### src/rtl/ft245_cmd_ctrl_if.sv
// rtl/ft245_cmd_ctrl_if.sv - FT245 RX/TX byte streams and register-bank port bundle
interface ft245_cmd_ctrl_if;
  logic [7:0] rx_data_si;
  logic       rx_valid_si;
  logic       rx_ready_si;
  logic [7:0] tx_data_si;
  logic       tx_valid_si;
  logic       tx_ready_si;
  logic [7:0] reg_addr;
  logic [7:0] reg_wr_data;
  logic       reg_wr_en;
  logic       reg_rd_en;
  logic [7:0] reg_rd_data;

  modport master (
    input  rx_data_si, rx_valid_si, tx_ready_si, reg_rd_data,
    output rx_ready_si, tx_data_si, tx_valid_si, reg_addr, reg_wr_data, reg_wr_en, reg_rd_en
  );

  modport slave (
    output rx_data_si, rx_valid_si, tx_ready_si, reg_rd_data,
    input  rx_ready_si, tx_data_si, tx_valid_si, reg_addr, reg_wr_data, reg_wr_en, reg_rd_en
  );
endinterface

### src/rtl/ft245_cmd_ctrl.sv
// rtl/ft245_cmd_ctrl.sv - host frame parser driving register writes/reads and 3-byte read responses
module ft245_cmd_ctrl #(
  parameter logic [7:0]  SYNC_BYTE      = 8'hA5,
  parameter logic [7:0]  RESP_BYTE      = 8'h5A,
  parameter logic [7:0]  CMD_WR         = 8'h01,
  parameter logic [7:0]  CMD_RD         = 8'h02,
  parameter int unsigned TIMEOUT_CYCLES = 1200000
) (
  input  logic                  clk,
  input  logic                  rst,
  ft245_cmd_ctrl_if.master      bus,
  output logic [7:0]            err_count
);

  localparam int unsigned   CW       = $clog2(TIMEOUT_CYCLES);
  localparam logic [CW-1:0] TMO_LAST = CW'(TIMEOUT_CYCLES - 1);

  typedef enum logic [3:0] {
    S_IDLE, S_CMD, S_ADDR, S_DATA, S_EXEC, S_RD_WAIT, S_TX_HDR, S_TX_ADDR, S_TX_DATA
  } state_t;

  state_t        state_q, state_d;
  logic          op_rd_q, op_rd_d;
  logic [7:0]    addr_q, addr_d;
  logic [7:0]    wdata_q, wdata_d;
  logic [7:0]    resp_q, resp_d;
  logic [7:0]    tx_data_q, tx_data_d;
  logic          tx_valid_q, tx_valid_d;
  logic          wr_en_q, wr_en_d;
  logic          rd_en_q, rd_en_d;
  logic [7:0]    err_q, err_d;
  logic [CW-1:0] tmo_q, tmo_d;

  logic rx_ready;
  logic rx_acc;
  logic tx_acc;
  logic in_frame;
  logic timeout;
  logic err_inc;

  // RX is only taken while parsing a frame; EXEC/RD_WAIT/TX states backpressure the host
  assign in_frame = (state_q == S_CMD) || (state_q == S_ADDR) || (state_q == S_DATA);
  assign rx_ready = (state_q == S_IDLE) || in_frame;
  assign rx_acc   = bus.rx_valid_si & rx_ready;
  assign tx_acc   = tx_valid_q & bus.tx_ready_si;
  // an accepted byte in the expiry cycle wins over the abort
  assign timeout  = in_frame && !rx_acc && (tmo_q == TMO_LAST);

  assign bus.rx_ready_si = rx_ready;
  assign bus.tx_data_si  = tx_data_q;
  assign bus.tx_valid_si = tx_valid_q;
  assign bus.reg_addr    = addr_q;
  assign bus.reg_wr_data = wdata_q;
  assign bus.reg_wr_en   = wr_en_q;
  assign bus.reg_rd_en   = rd_en_q;
  assign err_count       = err_q;

  // state and datapath registers
  always_ff @(posedge clk or posedge rst) begin
    if (rst) begin
      state_q    <= S_IDLE;
      op_rd_q    <= 1'b0;
      addr_q     <= 8'h00;
      wdata_q    <= 8'h00;
      resp_q     <= 8'h00;
      tx_data_q  <= 8'h00;
      tx_valid_q <= 1'b0;
      wr_en_q    <= 1'b0;
      rd_en_q    <= 1'b0;
      err_q      <= 8'h00;
      tmo_q      <= '0;
    end else begin
      state_q    <= state_d;
      op_rd_q    <= op_rd_d;
      addr_q     <= addr_d;
      wdata_q    <= wdata_d;
      resp_q     <= resp_d;
      tx_data_q  <= tx_data_d;
      tx_valid_q <= tx_valid_d;
      wr_en_q    <= wr_en_d;
      rd_en_q    <= rd_en_d;
      err_q      <= err_d;
      tmo_q      <= tmo_d;
    end
  end

  // frame parsing, strobes, response sequencing and inter-byte timeout
  always_comb begin
    state_d    = state_q;
    op_rd_d    = op_rd_q;
    addr_d     = addr_q;
    wdata_d    = wdata_q;
    resp_d     = resp_q;
    tx_data_d  = tx_data_q;
    tx_valid_d = tx_valid_q;
    wr_en_d    = 1'b0;
    rd_en_d    = 1'b0;
    err_inc    = 1'b0;
    tmo_d      = (in_frame && !rx_acc) ? tmo_q + 1'b1 : '0;

    case (state_q)
      S_IDLE: begin
        if (rx_acc && bus.rx_data_si == SYNC_BYTE) state_d = S_CMD;
      end
      S_CMD: begin
        if (rx_acc) begin
          if (bus.rx_data_si == CMD_WR || bus.rx_data_si == CMD_RD) begin
            op_rd_d = (bus.rx_data_si == CMD_RD);
            state_d = S_ADDR;
          end else begin
            err_inc = 1'b1;
            state_d = S_IDLE;
          end
        end
      end
      S_ADDR: begin
        if (rx_acc) begin
          addr_d = bus.rx_data_si;
          if (op_rd_q) begin
            rd_en_d = 1'b1;
            state_d = S_EXEC;
          end else begin
            state_d = S_DATA;
          end
        end
      end
      S_DATA: begin
        if (rx_acc) begin
          wdata_d = bus.rx_data_si;
          wr_en_d = 1'b1;
          state_d = S_EXEC;
        end
      end
      S_EXEC: begin
        state_d = op_rd_q ? S_RD_WAIT : S_IDLE;
      end
      S_RD_WAIT: begin
        resp_d     = bus.reg_rd_data;
        tx_data_d  = RESP_BYTE;
        tx_valid_d = 1'b1;
        state_d    = S_TX_HDR;
      end
      S_TX_HDR: begin
        if (tx_acc) begin
          tx_data_d = addr_q;
          state_d   = S_TX_ADDR;
        end
      end
      S_TX_ADDR: begin
        if (tx_acc) begin
          tx_data_d = resp_q;
          state_d   = S_TX_DATA;
        end
      end
      S_TX_DATA: begin
        if (tx_acc) begin
          tx_data_d  = 8'h00;
          tx_valid_d = 1'b0;
          state_d    = S_IDLE;
        end
      end
      default: state_d = S_IDLE;
    endcase

    if (timeout) begin
      err_inc = 1'b1;
      state_d = S_IDLE;
      tmo_d   = '0;
    end

    err_d = (err_inc && err_q != 8'hFF) ? err_q + 8'h01 : err_q;
  end

endmodule
### src/flat_wrapper.sv
// flat-port wrapper written by rule: the top's interface ports become plain ports
module ft245_cmd_ctrl_flat 
#(
  parameter logic [7:0]  SYNC_BYTE      = 8'hA5,
  parameter logic [7:0]  RESP_BYTE      = 8'h5A,
  parameter logic [7:0]  CMD_WR         = 8'h01,
  parameter logic [7:0]  CMD_RD         = 8'h02,
  parameter int unsigned TIMEOUT_CYCLES = 1200000
)
  (clk, rst, err_count, bus_rx_data_si, bus_rx_valid_si, bus_tx_ready_si, bus_reg_rd_data, bus_rx_ready_si, bus_tx_data_si, bus_tx_valid_si, bus_reg_addr, bus_reg_wr_data, bus_reg_wr_en, bus_reg_rd_en);
  ft245_cmd_ctrl_if bus_i ();
  input  logic clk;
  input  logic rst;
  output logic [7:0] err_count;
  input wire logic [$bits(bus_i.rx_data_si)-1:0] bus_rx_data_si;
  input wire logic [$bits(bus_i.rx_valid_si)-1:0] bus_rx_valid_si;
  input wire logic [$bits(bus_i.tx_ready_si)-1:0] bus_tx_ready_si;
  input wire logic [$bits(bus_i.reg_rd_data)-1:0] bus_reg_rd_data;
  output wire logic [$bits(bus_i.rx_ready_si)-1:0] bus_rx_ready_si;
  output wire logic [$bits(bus_i.tx_data_si)-1:0] bus_tx_data_si;
  output wire logic [$bits(bus_i.tx_valid_si)-1:0] bus_tx_valid_si;
  output wire logic [$bits(bus_i.reg_addr)-1:0] bus_reg_addr;
  output wire logic [$bits(bus_i.reg_wr_data)-1:0] bus_reg_wr_data;
  output wire logic [$bits(bus_i.reg_wr_en)-1:0] bus_reg_wr_en;
  output wire logic [$bits(bus_i.reg_rd_en)-1:0] bus_reg_rd_en;
  assign bus_i.rx_data_si = bus_rx_data_si;
  assign bus_i.rx_valid_si = bus_rx_valid_si;
  assign bus_i.tx_ready_si = bus_tx_ready_si;
  assign bus_i.reg_rd_data = bus_reg_rd_data;
  assign bus_rx_ready_si = bus_i.rx_ready_si;
  assign bus_tx_data_si = bus_i.tx_data_si;
  assign bus_tx_valid_si = bus_i.tx_valid_si;
  assign bus_reg_addr = bus_i.reg_addr;
  assign bus_reg_wr_data = bus_i.reg_wr_data;
  assign bus_reg_wr_en = bus_i.reg_wr_en;
  assign bus_reg_rd_en = bus_i.reg_rd_en;
  ft245_cmd_ctrl #(.SYNC_BYTE(SYNC_BYTE), .RESP_BYTE(RESP_BYTE), .CMD_WR(CMD_WR), .CMD_RD(CMD_RD), .TIMEOUT_CYCLES(TIMEOUT_CYCLES)) u_core (.clk(clk), .rst(rst), .bus(bus_i), .err_count(err_count));
endmodule
### config.mk
export PLATFORM = sky130hd
export DESIGN_NAME = ft245_cmd_ctrl_flat
export DESIGN_NICKNAME = d
export VERILOG_FILES = /design/src/rtl/ft245_cmd_ctrl_if.sv /design/src/rtl/ft245_cmd_ctrl.sv /design/src/flat_wrapper.sv
export SDC_FILE = /design/constraint.sdc
export NUM_CORES = 1
export LEC_CHECK = 0
export CORE_MARGIN = 3
export CORE_UTILIZATION = 53
export CTS_CLUSTER_SIZE = 10
export DETAILED_ROUTE_END_ITERATION = 10
export GPL_TIMING_DRIVEN = 1
export HOLD_SLACK_MARGIN = 0.12
export PLACE_DENSITY = 0.89
export SLEW_MARGIN = 20
export SYNTH_ARGS = -nofsm -noshare
export SYNTH_HDL_FRONTEND = slang
export SYNTH_SLANG_ARGS = --single-unit
### constraint.sdc
create_clock -name clk -period 3 [get_ports clk]
set_input_delay 0.3 -clock clk [delete_from_list [all_inputs] [get_ports clk]]
set_output_delay 0.3 -clock clk [all_outputs]
set_load 0.05 [all_outputs]
==> results.md, run 1 <==
* Post-Synthesis Cells at 302
* Number of synthesized flops with an enable pin at 0
* Die Y at 84.5 um
* Switching power at 1.86 mW
* Drt pass-1 iters at 5
* Int Pwr at 2.37 mW
* Worst Path Class, Setup: reg2reg
* Worst-skew pair later-pin latency at 0.35 ns
* Required time of the critical path at 3.23 ns
* Crit path max fanout at 14
* Pwr dens at 1020 mW/mm^2
* Max Slew Vio Count at 0
* GR Layer Usage met2 at 36.6%
* Distinct cell type count after synthesis at 48
* Setup slack, reg-to-reg at 0.49 ns
* Pwr Total at 4.23 mW
* Remaining Overflow, GRT at 0
* Post-route cell area at 0.00413 mm^2
* Crit path arrival time at 2.74 ns
* Commonest cells after routing, fill and taps aside: 69 x dfrtp_1, 55 x clkdlybuf4s50_1, 42 x nor2_1
* TritonCTS buffer count at 9
* Dpl cell area at 0.00392 mm^2
* # diodes at 0
* Clock Tree Root: clkbuf_8
* Ys flop type: dfrtp_1
* GRT met3 Usage at 4.81%
* RD Place Congestion at 0.804
* Post-Syn Area at 0.00327 mm^2
* Clock Pin Slew Worst Setup and Hold Paths at 0.08 ns
* RSZ-0062 raised after global routing: false
* Die X at 84.5 um
* Die area at 0.00715 mm^2
* Drt drc at 0
* Switching power share of the total at 44.0%
* GRT Overall Usage at 22.6%
* Outcome: complete, no violations
* Core Footprint at 0.00574 mm^2
* Syn Area/Cell at 10.8 um^2
* Post-DRT Antenna Nets at 0
* Syn_nets at 324
* Placed Instances at 425
* Fin. Hold Viols at 0
* Startpoint Class: register
* Vias after detailed routing at 2555
* CTS tree: built
* Worst slew pin tran at 0.705 ns
* Area growth syn-to-layout at 26.4%
* Clock Skew at 0.0120 ns
* Synth warn at 0
* First-pass GRT wire length at 12.8 mm
* Largest net degree at the start of global routing at 37
* Starting Density at 56.9%
* Setup violations, final at 0
* Synth async-reset ratio at 100%
* Fin crit share at 83.7%
* Max cap viols at 0
* CTS Sinks at 69
* Most frequent standard cell in the layout excluding fill and tap cells: dfrtp_1
* Fraction of layout cells with a size suffix above 1 at 15.7%
* Resized Gates After CTS at 0
* Crit path time final at 2.51 ns
* Vias/cell at 5.79
* FP Rows at 27
* Crit end category: register
* Reg power frac at 34.8%
* Total negative slack at 0 ns
* Number of global-route vias before repair at 2655
* Met1 GRT Util at 29.7%
* Comb pwr share at 46.5%
* Post-synthesis register bit count at 69
* Layout Nets at 386
* Busiest grt layer: met2
* 1st-iter DRT viols at 267
* Static Leak at 1.71 nW
* Initial antenna violation count at 0
* Avg WL per Cell at 17.2 um
* Max Freq at 398 MHz
* Min-Delay Path Class: in2async
* Post-synthesis sequential area ratio at 52.8%
* Final wirelength at 7.57 mm
* Peak supply drop at 736 uV
* Fin cells at 441
* H-tree Lvls at 3
* Clk buf depth at 2
* Cts hold-fix bufs at 0
* Setup bufs post-CTS at 0
* Detail Placement HPWL at 5.24 mm
* Port Buffers at 55
* Io pins at 56
* Clock power share at 18.7%
* Slew HR at 52.6%
registers in the layout, indices dropped and copies added (netlist names), 4 cells and up:
signal / count
u_core.bus.reg_addr: 8
u_core.bus.reg_wr_data: 8
u_core.bus.tx_data_si: 8
u_core.err_count: 8
u_core.resp_q: 8
u_core.state_q: 4
u_core.tmo_q: 21
final timing paths:
check | from | end | cells past startpoint
min | rst | u_core.tmo_q[20] | 2
max in group asynchronous | rst | u_core.bus.tx_data_si[2] | 3
max | u_core.state_q[3] | u_core.err_count[7] | 5
max reg2reg | u_core.state_q[3] | u_core.err_count[7] | 5
min reg2reg | u_core.err_count[4] | u_core.err_count[4] | 1
min in group clk | u_core.err_count[4] | u_core.err_count[4] | 1
logic make-up after synthesis:
| logic type | after synthesis | share of synthesized area (%) |
|---|---|---|
| adder cells (fa/ha/maj) | 2 | 0.765 |
| flip-flops | 69 | 52.8 |
| buffers and inverters | 13 | 1.53 |
| multiplexers | 33 | 11.1 |
| AO/OA/AOI/OAI | 35 | 7.16 |
| AND/OR/NAND/NOR | 126 | 20.2 |
| XOR/XNOR | 24 | 6.43 |
metal layers:
metal  wire length, um  part of all wire, %
met1              3320                   44
met2              3700                   49
met3               310                  4.1
met4               236                  3.1
met5                 0                    0
cell usage after synthesis, types with 2 or more instances:
library cell | instances | area share, %
and4_1 | 2 | 0.54
xor2_1 | 18 | 4.8
nor4_1 | 2 | 0.38
o21ai_0 | 7 | 1.1
mux2_2 | 24 | 8.3
or4_1 | 2 | 0.46
nand4_1 | 6 | 1.1
and2_1 | 2 | 0.38
xnor2_1 | 6 | 1.6
o31ai_1 | 3 | 0.69
a21oi_1 | 9 | 1.4
nand3_1 | 15 | 2.3
nand2_1 | 16 | 1.8
o22ai_1 | 4 | 0.77
nor3_1 | 12 | 1.8
nor2_1 | 42 | 4.8
a31oi_1 | 2 | 0.38
mux2i_1 | 7 | 2.1
or2_2 | 3 | 0.57
mux2_1 | 2 | 0.69
inv_1 | 5 | 0.57
ha_1 | 2 | 0.77
or3b_2 | 2 | 0.54
nor3b_2 | 2 | 0.77
and3_1 | 4 | 0.77
a311o_1 | 2 | 0.61
dfrtp_1 | 69 | 53
nand2b_1 | 4 | 0.77
nand3b_1 | 4 | 0.92
clkbuf_1 | 6 | 0.69
power by group through the flow:
stage | logic (mW) | clock network [mW] | registers (mW)
2_1_floorplan | 0.688 | 0 | 2.08
6_report | 1.97 | 0.791 | 1.47
4_1_cts | 1.98 | 0.800 | 1.46
3_5_place_dp | 1.96 | 0 | 1.47
3_3_place_gp | 1.92 | 0 | 1.45
5_1_grt | 2.08 | 0.838 | 1.51
worst max-delay path: stages (launching register included):
cell and delay (ns):
dfrtp_1 0.55, nor2_1 0.38, or4b_2 0.66, o21a_4 0.26, nor3_2 0.20, mux2_1 0.35
area by class of cell:
class	count	area, um^2
Clock buffer	11	151
Clock inverter	5	58.8
Fill cell	398	1610
Inverter	5	18.8
Multi-Input combinational cell	220	1490
Sequential cell	69	1730
Tap cell	72	90.1
Timing Repair Buffer	59	593
metrics by stage:
stage	hold WS (ns)	util (%)	setup slack, ns
2_1_floorplan	0.408	-	0.349
3_3_place_gp	0.474	68.3	0.518
3_5_place_dp	0.481	68.3	0.457
4_1_cts	0.399	71.9	0.523
5_1_grt	0.442	71.9	0.419
6_report	0.376	71.9	0.488
No activity file was read; power rests on OpenSTA's default activity.
==> inputs of run 2 (changes only) <==
==> constraint.sdc (replaced) <==
create_clock -name clk -period 2.4 [get_ports clk]
set_input_delay 0.24 -clock clk [delete_from_list [all_inputs] [get_ports clk]]
set_output_delay 0.24 -clock clk [all_outputs]
set_load 0.05 [all_outputs]
==> run 2 against run 1 <==
Effect of this change: maximum frequency grew 6.8%; hold slack got worse by 0.10 ns; final area is 4.4% higher; sequential power increased by 22%; worst setup slack lost 0.44 ns; global-route usage rose by 1.3 points; clock-buffer cell count down 1; first-iteration DRC count up 9.7%; via count rose by 3.6%; utilization rose by 3.2 points; largest cell class unchanged.
==> results.md, run 2 (synthesis gave the netlist of run 1 again) <==
* Outcome: complete, no violations
* CP top delay family: simple AND/OR/NAND/NOR gates
* Starting Density at 56.9%
* Met3 WL at 420 um
* Avg WL per Cell at 17.8 um
* Finished Core Util at 75.1%
* Crit end category: register
* Layout Nets at 403
* First-pass GRT wire length at 13.6 mm
* Port Buffers at 55
* TritonCTS buffer count at 9
* Core Footprint at 0.00574 mm^2
* Dpl cell area at 0.00404 mm^2
* Largest reg by FF count: u_core.tmo_q
* GRT Overall Usage at 23.9%
* Cts hold-fix bufs at 0
* Largest net degree at the start of global routing at 70
* Hold_ws at 0.272 ns
* Post-DRT Antenna Nets at 0
* Max cap viols at 0
* Max Freq at 425 MHz
* Pwr dens at 1290 mW/mm^2
* Setup violations, final at 0
* Crit path max fanout at 6
* Required time of the critical path at 2.64 ns
* Final wirelength at 8.17 mm
* Die Y at 84.5 um
* Drt drc at 0
* H-tree Lvls at 3
* Max Slew Vio Count at 0
* Peak supply drop at 933 uV
* Static Leak at 1.83 nW
* Fraction of layout cells with a size suffix above 1 at 20.2%
* Area growth syn-to-layout at 32.0%
* Largest register FFs at 21
* RD Place Congestion at 0.826
* CP max-delay cell: or4_4
* Crit path time final at 2.35 ns
* Startpoint Class: register
* Met2 Wirelength at 4.03 mm
* Clock Tree Root: clkbuf_8
* Vias/cell at 5.78
* Drt pass-1 iters at 4
* # diodes at 0
* PnR worst setup slack at 0.0476 ns
* Uppermost routed layer: met4
* Min-Delay Path Class: in2async
* Number of global-route vias before repair at 2733
* Crit-path max cell delay at 0.56 ns
* CTS Sinks at 69
* Die X at 84.5 um
* CP bufs+invs at 0
* Commonest cells after routing, fill and taps aside: 69 x dfrtp_1, 55 x clkdlybuf4s50_1, 41 x nor2_1
* Die area at 0.00715 mm^2
* Worst-skew pair later-pin latency at 0.35 ns
* RSZ-0062 raised after global routing: true
* FP Rows at 27
* Remaining Overflow, GRT at 0
* Post-route cell area at 0.00431 mm^2
* Vias after detailed routing at 2648
* Io pins at 56
* Worst Path Class, Setup: reg2reg
* Pwr Total at 5.56 mW
* M1 WL at 3.51 mm
* Initial antenna violation count at 0
* CP Cell Sequence: or4b_1 -> or4_4 -> o21a_4 -> nor3_4 -> mux2_4
* Clk buf depth at 2
* Most frequent standard cell in the layout excluding fill and tap cells: dfrtp_1
* Slew HR at 50.7%
* Crit path arrival time at 2.59 ns
* Worst slew pin tran at 0.733 ns
* Clock Pin Slew Worst Setup and Hold Paths at 0.08 ns
* Fin crit share at 98.0%
* Dpl ws at -0.0162 ns
* Detail Placement HPWL at 5.29 mm
* Fin. Hold Viols at 0
* Clock Skew at 0.00692 ns
* CTS tree: built
* 1st-iter DRT viols at 293
run 2: worst reg2reg max path, delay by kind of cell, from the launching register on:
family	cells	cell delay (ns)
compound gates	1	0.25
flops	1	0.41
mux	1	0.31
simple gates	3	1.27
run 2: timing repair:
action | CTS | global route
gates resized for setup | 1 | 2
hold endpoints to repair | 0 | 0
endpoints found under the setup margin | 2 | 4
buffers inserted | 2 | 0
pin swaps | 1 | 2
run 2: worst paths after layout:
path | startpoint | to | slack [ns] | cells past startpoint
max reg2reg | u_core.tmo_q[7] | u_core.err_count[7] | 0.05 | 5
max in group asynchronous | rst | u_core.bus.tx_data_si[0] | 1.81 | 3
min | rst | u_core.tmo_q[9] | 0.27 | 3
min in group clk | u_core.tmo_q[0] | u_core.tmo_q[0] | 0.49 | 1
min reg2reg | u_core.tmo_q[0] | u_core.tmo_q[0] | 0.49 | 1
max | u_core.tmo_q[7] | u_core.err_count[7] | 0.05 | 5
run 2: cell type report:
cell class                      count  area [um^2]
Inverter                            5         18.8
Clock buffer                       10          138
Tap cell                           72         90.1
Timing Repair Buffer               76          721
Sequential cell                    69         1730
Clock inverter                      6          110
Fill cell                         357         1430
Multi-Input combinational cell    220         1510
run 2: where the power goes:
part	leakage (nW)	total, mW	internal, mW	switching, mW
combinational	0.825	2.59	0.972	1.62
clock	0.119	1.17	0.716	0.456
sequential	0.883	1.79	1.51	0.284
total	1.83	5.56	3.20	2.36
run 2: per-stage QoR:
stage                     setup TNS [ns]  std cells
after detailed placement         -0.0243        440
final                                  0        458
after CTS                              0        458
after floorplan                        0        302
after global routing             -0.0133        458
after global placement                 0        440
run 2: routing by layer:
metal	vias to the layer above	track usage (%)
met5	-	0
met4	0	12.1
met3	18	3.93
met2	101	38.3
met1	1300	31.4
li1	1229	-
==> inputs of run 3 (changes only) <==
--- a/config.mk
+++ b/config.mk
@@ -5,6 +5,7 @@
 export SDC_FILE = /design/constraint.sdc
 export NUM_CORES = 1
 export LEC_CHECK = 0
+export CORE_ASPECT_RATIO = 1.4
 export CORE_MARGIN = 3
 export CORE_UTILIZATION = 53
 export CTS_CLUSTER_SIZE = 10
@@ -12,6 +13,7 @@
 export GPL_TIMING_DRIVEN = 1
 export HOLD_SLACK_MARGIN = 0.12
 export PLACE_DENSITY = 0.89
+export RECOVER_POWER = 100
 export SLEW_MARGIN = 20
 export SYNTH_ARGS = -nofsm -noshare
 export SYNTH_HDL_FRONTEND = slang
==> run 3 against run 2 <==
Effect of this change: the flow now finishes with violations (negative setup slack); sequential share of layout area up 0.54 points; hold slack better by 0.21 ns; maximum frequency down 2.6%; worst setup slack worse by 0.064 ns; critical path depth up 1; sequential power about the same; utilization down 3.0 points; global-route usage down 1.2 points; largest power group unchanged.
==> results.md, run 3 (synthesis gave the netlist of run 1 again) <==
* Worst Path Class, Setup: reg2reg
* Die area at 0.00716 mm^2
* RD Place Congestion at 0.865
* H-tree Lvls at 3
* Remaining Overflow, GRT at 0
* Setup violations, final at 1
* Clock Tree Root: clkbuf_8
* Crit path max fanout at 7
* Drt drc at 0
* Io pins at 56
* Clock Pin Slew Worst Setup and Hold Paths at 0.08 ns
* Detail Placement HPWL at 5.43 mm
* FP Rows at 33
* Worst R2R Path Depth at 6
* Die X at 72.4 um
* CTS Sinks at 69
* Drt pass-1 iters at 4
* Peak supply drop at 749 uV
* # diodes at 0
* Startpoint Class: register
* Vias after detailed routing at 2641
* Area growth syn-to-layout at 30.2%
* 1st-iter DRT viols at 185
* Pwr Total at 5.22 mW
* Max Slew Vio Count at 0
* Port Buffers at 55
* Pwr dens at 1230 mW/mm^2
* Fraction of layout cells with a size suffix above 1 at 18.9%
* Layout Nets at 403
* Outcome: finished, violations left
* Worst R2R End: u_core.err_count[2]
* Worst-skew pair later-pin latency at 0.35 ns
* RR Startpoint: u_core.tmo_q[18]
* Post-DRT Antenna Nets at 0
* First-pass GRT wire length at 12.6 mm
* Crit path time final at 2.42 ns
* Die Y at 98.9 um
* Worst slew pin tran at 1.04 ns
* Clk buf depth at 2
* Hold_ws at 0.479 ns
* Static Leak at 1.84 nW
* Initial antenna violation count at 0
* PnR worst setup slack at -0.0162 ns
* GRT Overall Usage at 22.7%
* Fin crit share at 101%
* Slew HR at 30.5%
* Final wirelength at 7.67 mm
* Fillers at 414
* Largest reg by FF count: u_core.tmo_q
* Commonest cells after routing, fill and taps aside: 69 x dfrtp_1, 41 x nor2_1, 36 x dlygate4sd3_1
* Violated checks: negative setup slack
* Core Footprint at 0.00590 mm^2
* Vias/cell at 5.79
* Avg WL per Cell at 16.8 um
* Finished Core Util at 72.1%
* Worst setup startpoint: u_core.tmo_q[18]
* Fin. Hold Viols at 0
* Most frequent standard cell in the layout excluding fill and tap cells: dfrtp_1
* Max cap viols at 0
* CP endpoint: u_core.err_count[2]
* Crit path arrival time at 2.69 ns
* Setup slack, reg-to-reg at -0.02 ns
* Clock Skew at 0.00731 ns
* TritonCTS buffer count at 9
* Max Freq at 414 MHz
* Required time of the critical path at 2.67 ns
* Min-Delay Path Class: in2async
* Starting Density at 55.4%
* CTS tree: built
* Largest net degree at the start of global routing at 49
* Crit end category: register
* Number of global-route vias before repair at 2665
* Largest register FFs at 21
-- run 3: where the power goes --
group	total (mW)	switching, mW	internal, mW
registers	1.77	0.257	1.51
clock network	0.980	0.466	0.514
logic	2.47	1.59	0.881
total	5.22	2.32	2.91
-- run 3: metal layers --
metal / global-route usage, % / up-vias / part of all wire [%]
li1: - / 1237 / -
met1: 25.8 / 1308 / 39
met2: 39.9 / 76 / 54
met3: 4.59 / 20 / 4.5
met4: 10.8 / 0 / 2.8
met5: 0 / - / 0
-- run 3: final cells by class --
type	count	area [um^2]	share of cell area [%]
multi-input combinational	220	1510	35.6
inverter	5	18.8	0.441
sequential	69	1730	40.6
clock buffer	10	138	3.23
clock inverter	6	71.3	1.68
tap	70	87.6	2.06
timing repair buffer	76	701	16.5
-- run 3: worst min-delay path by stage --
| stage | start | to | slack, ns | cells past startpoint |
|---|---|---|---|---|
| floorplan | bus_rx_data_si[0] | u_core.op_rd_q | 0.35 | 1 |
| global placement | u_core.tmo_q[0] | u_core.tmo_q[0] | 0.47 | 1 |
| detailed placement | u_core.tmo_q[0] | u_core.tmo_q[0] | 0.48 | 1 |
| CTS | rst | u_core.bus.reg_addr[0] | 0.24 | 2 |
| global route | bus_reg_rd_data[1] | u_core.resp_q[1] | 0.51 | 2 |
| finish | rst | u_core.op_rd_q | 0.48 | 2 |
-- run 3: per-stage QoR --
stage	instances	TNS (ns)	worst slack, ns	instance area [um^2]
detailed placement	437	-0.0241	-0.0241	4040
floorplan	302	0	0.00851	3270
global route	456	-0.271	-0.0822	4260
CTS	454	0	0.00749	4260
finish	456	-0.0162	-0.0162	4260
global placement	437	0	0.0424	4040
-- run 3: critical path: stages (launching register included) --
cell and delay (ns):
dfrtp_1 0.40, or4_1 0.57, or4_4 0.58, o21a_4 0.28, buf_4 0.15, nor3b_2 0.20
xor2_1 0.17
-- run 3: repair_timing --
item / CTS / global route
endpoints found under the setup margin: 1 / 4
pin swaps: 1 / 3
resized for setup: 0 / 5
setup buffers: 1 / 2
hold buffers: 0 / 0
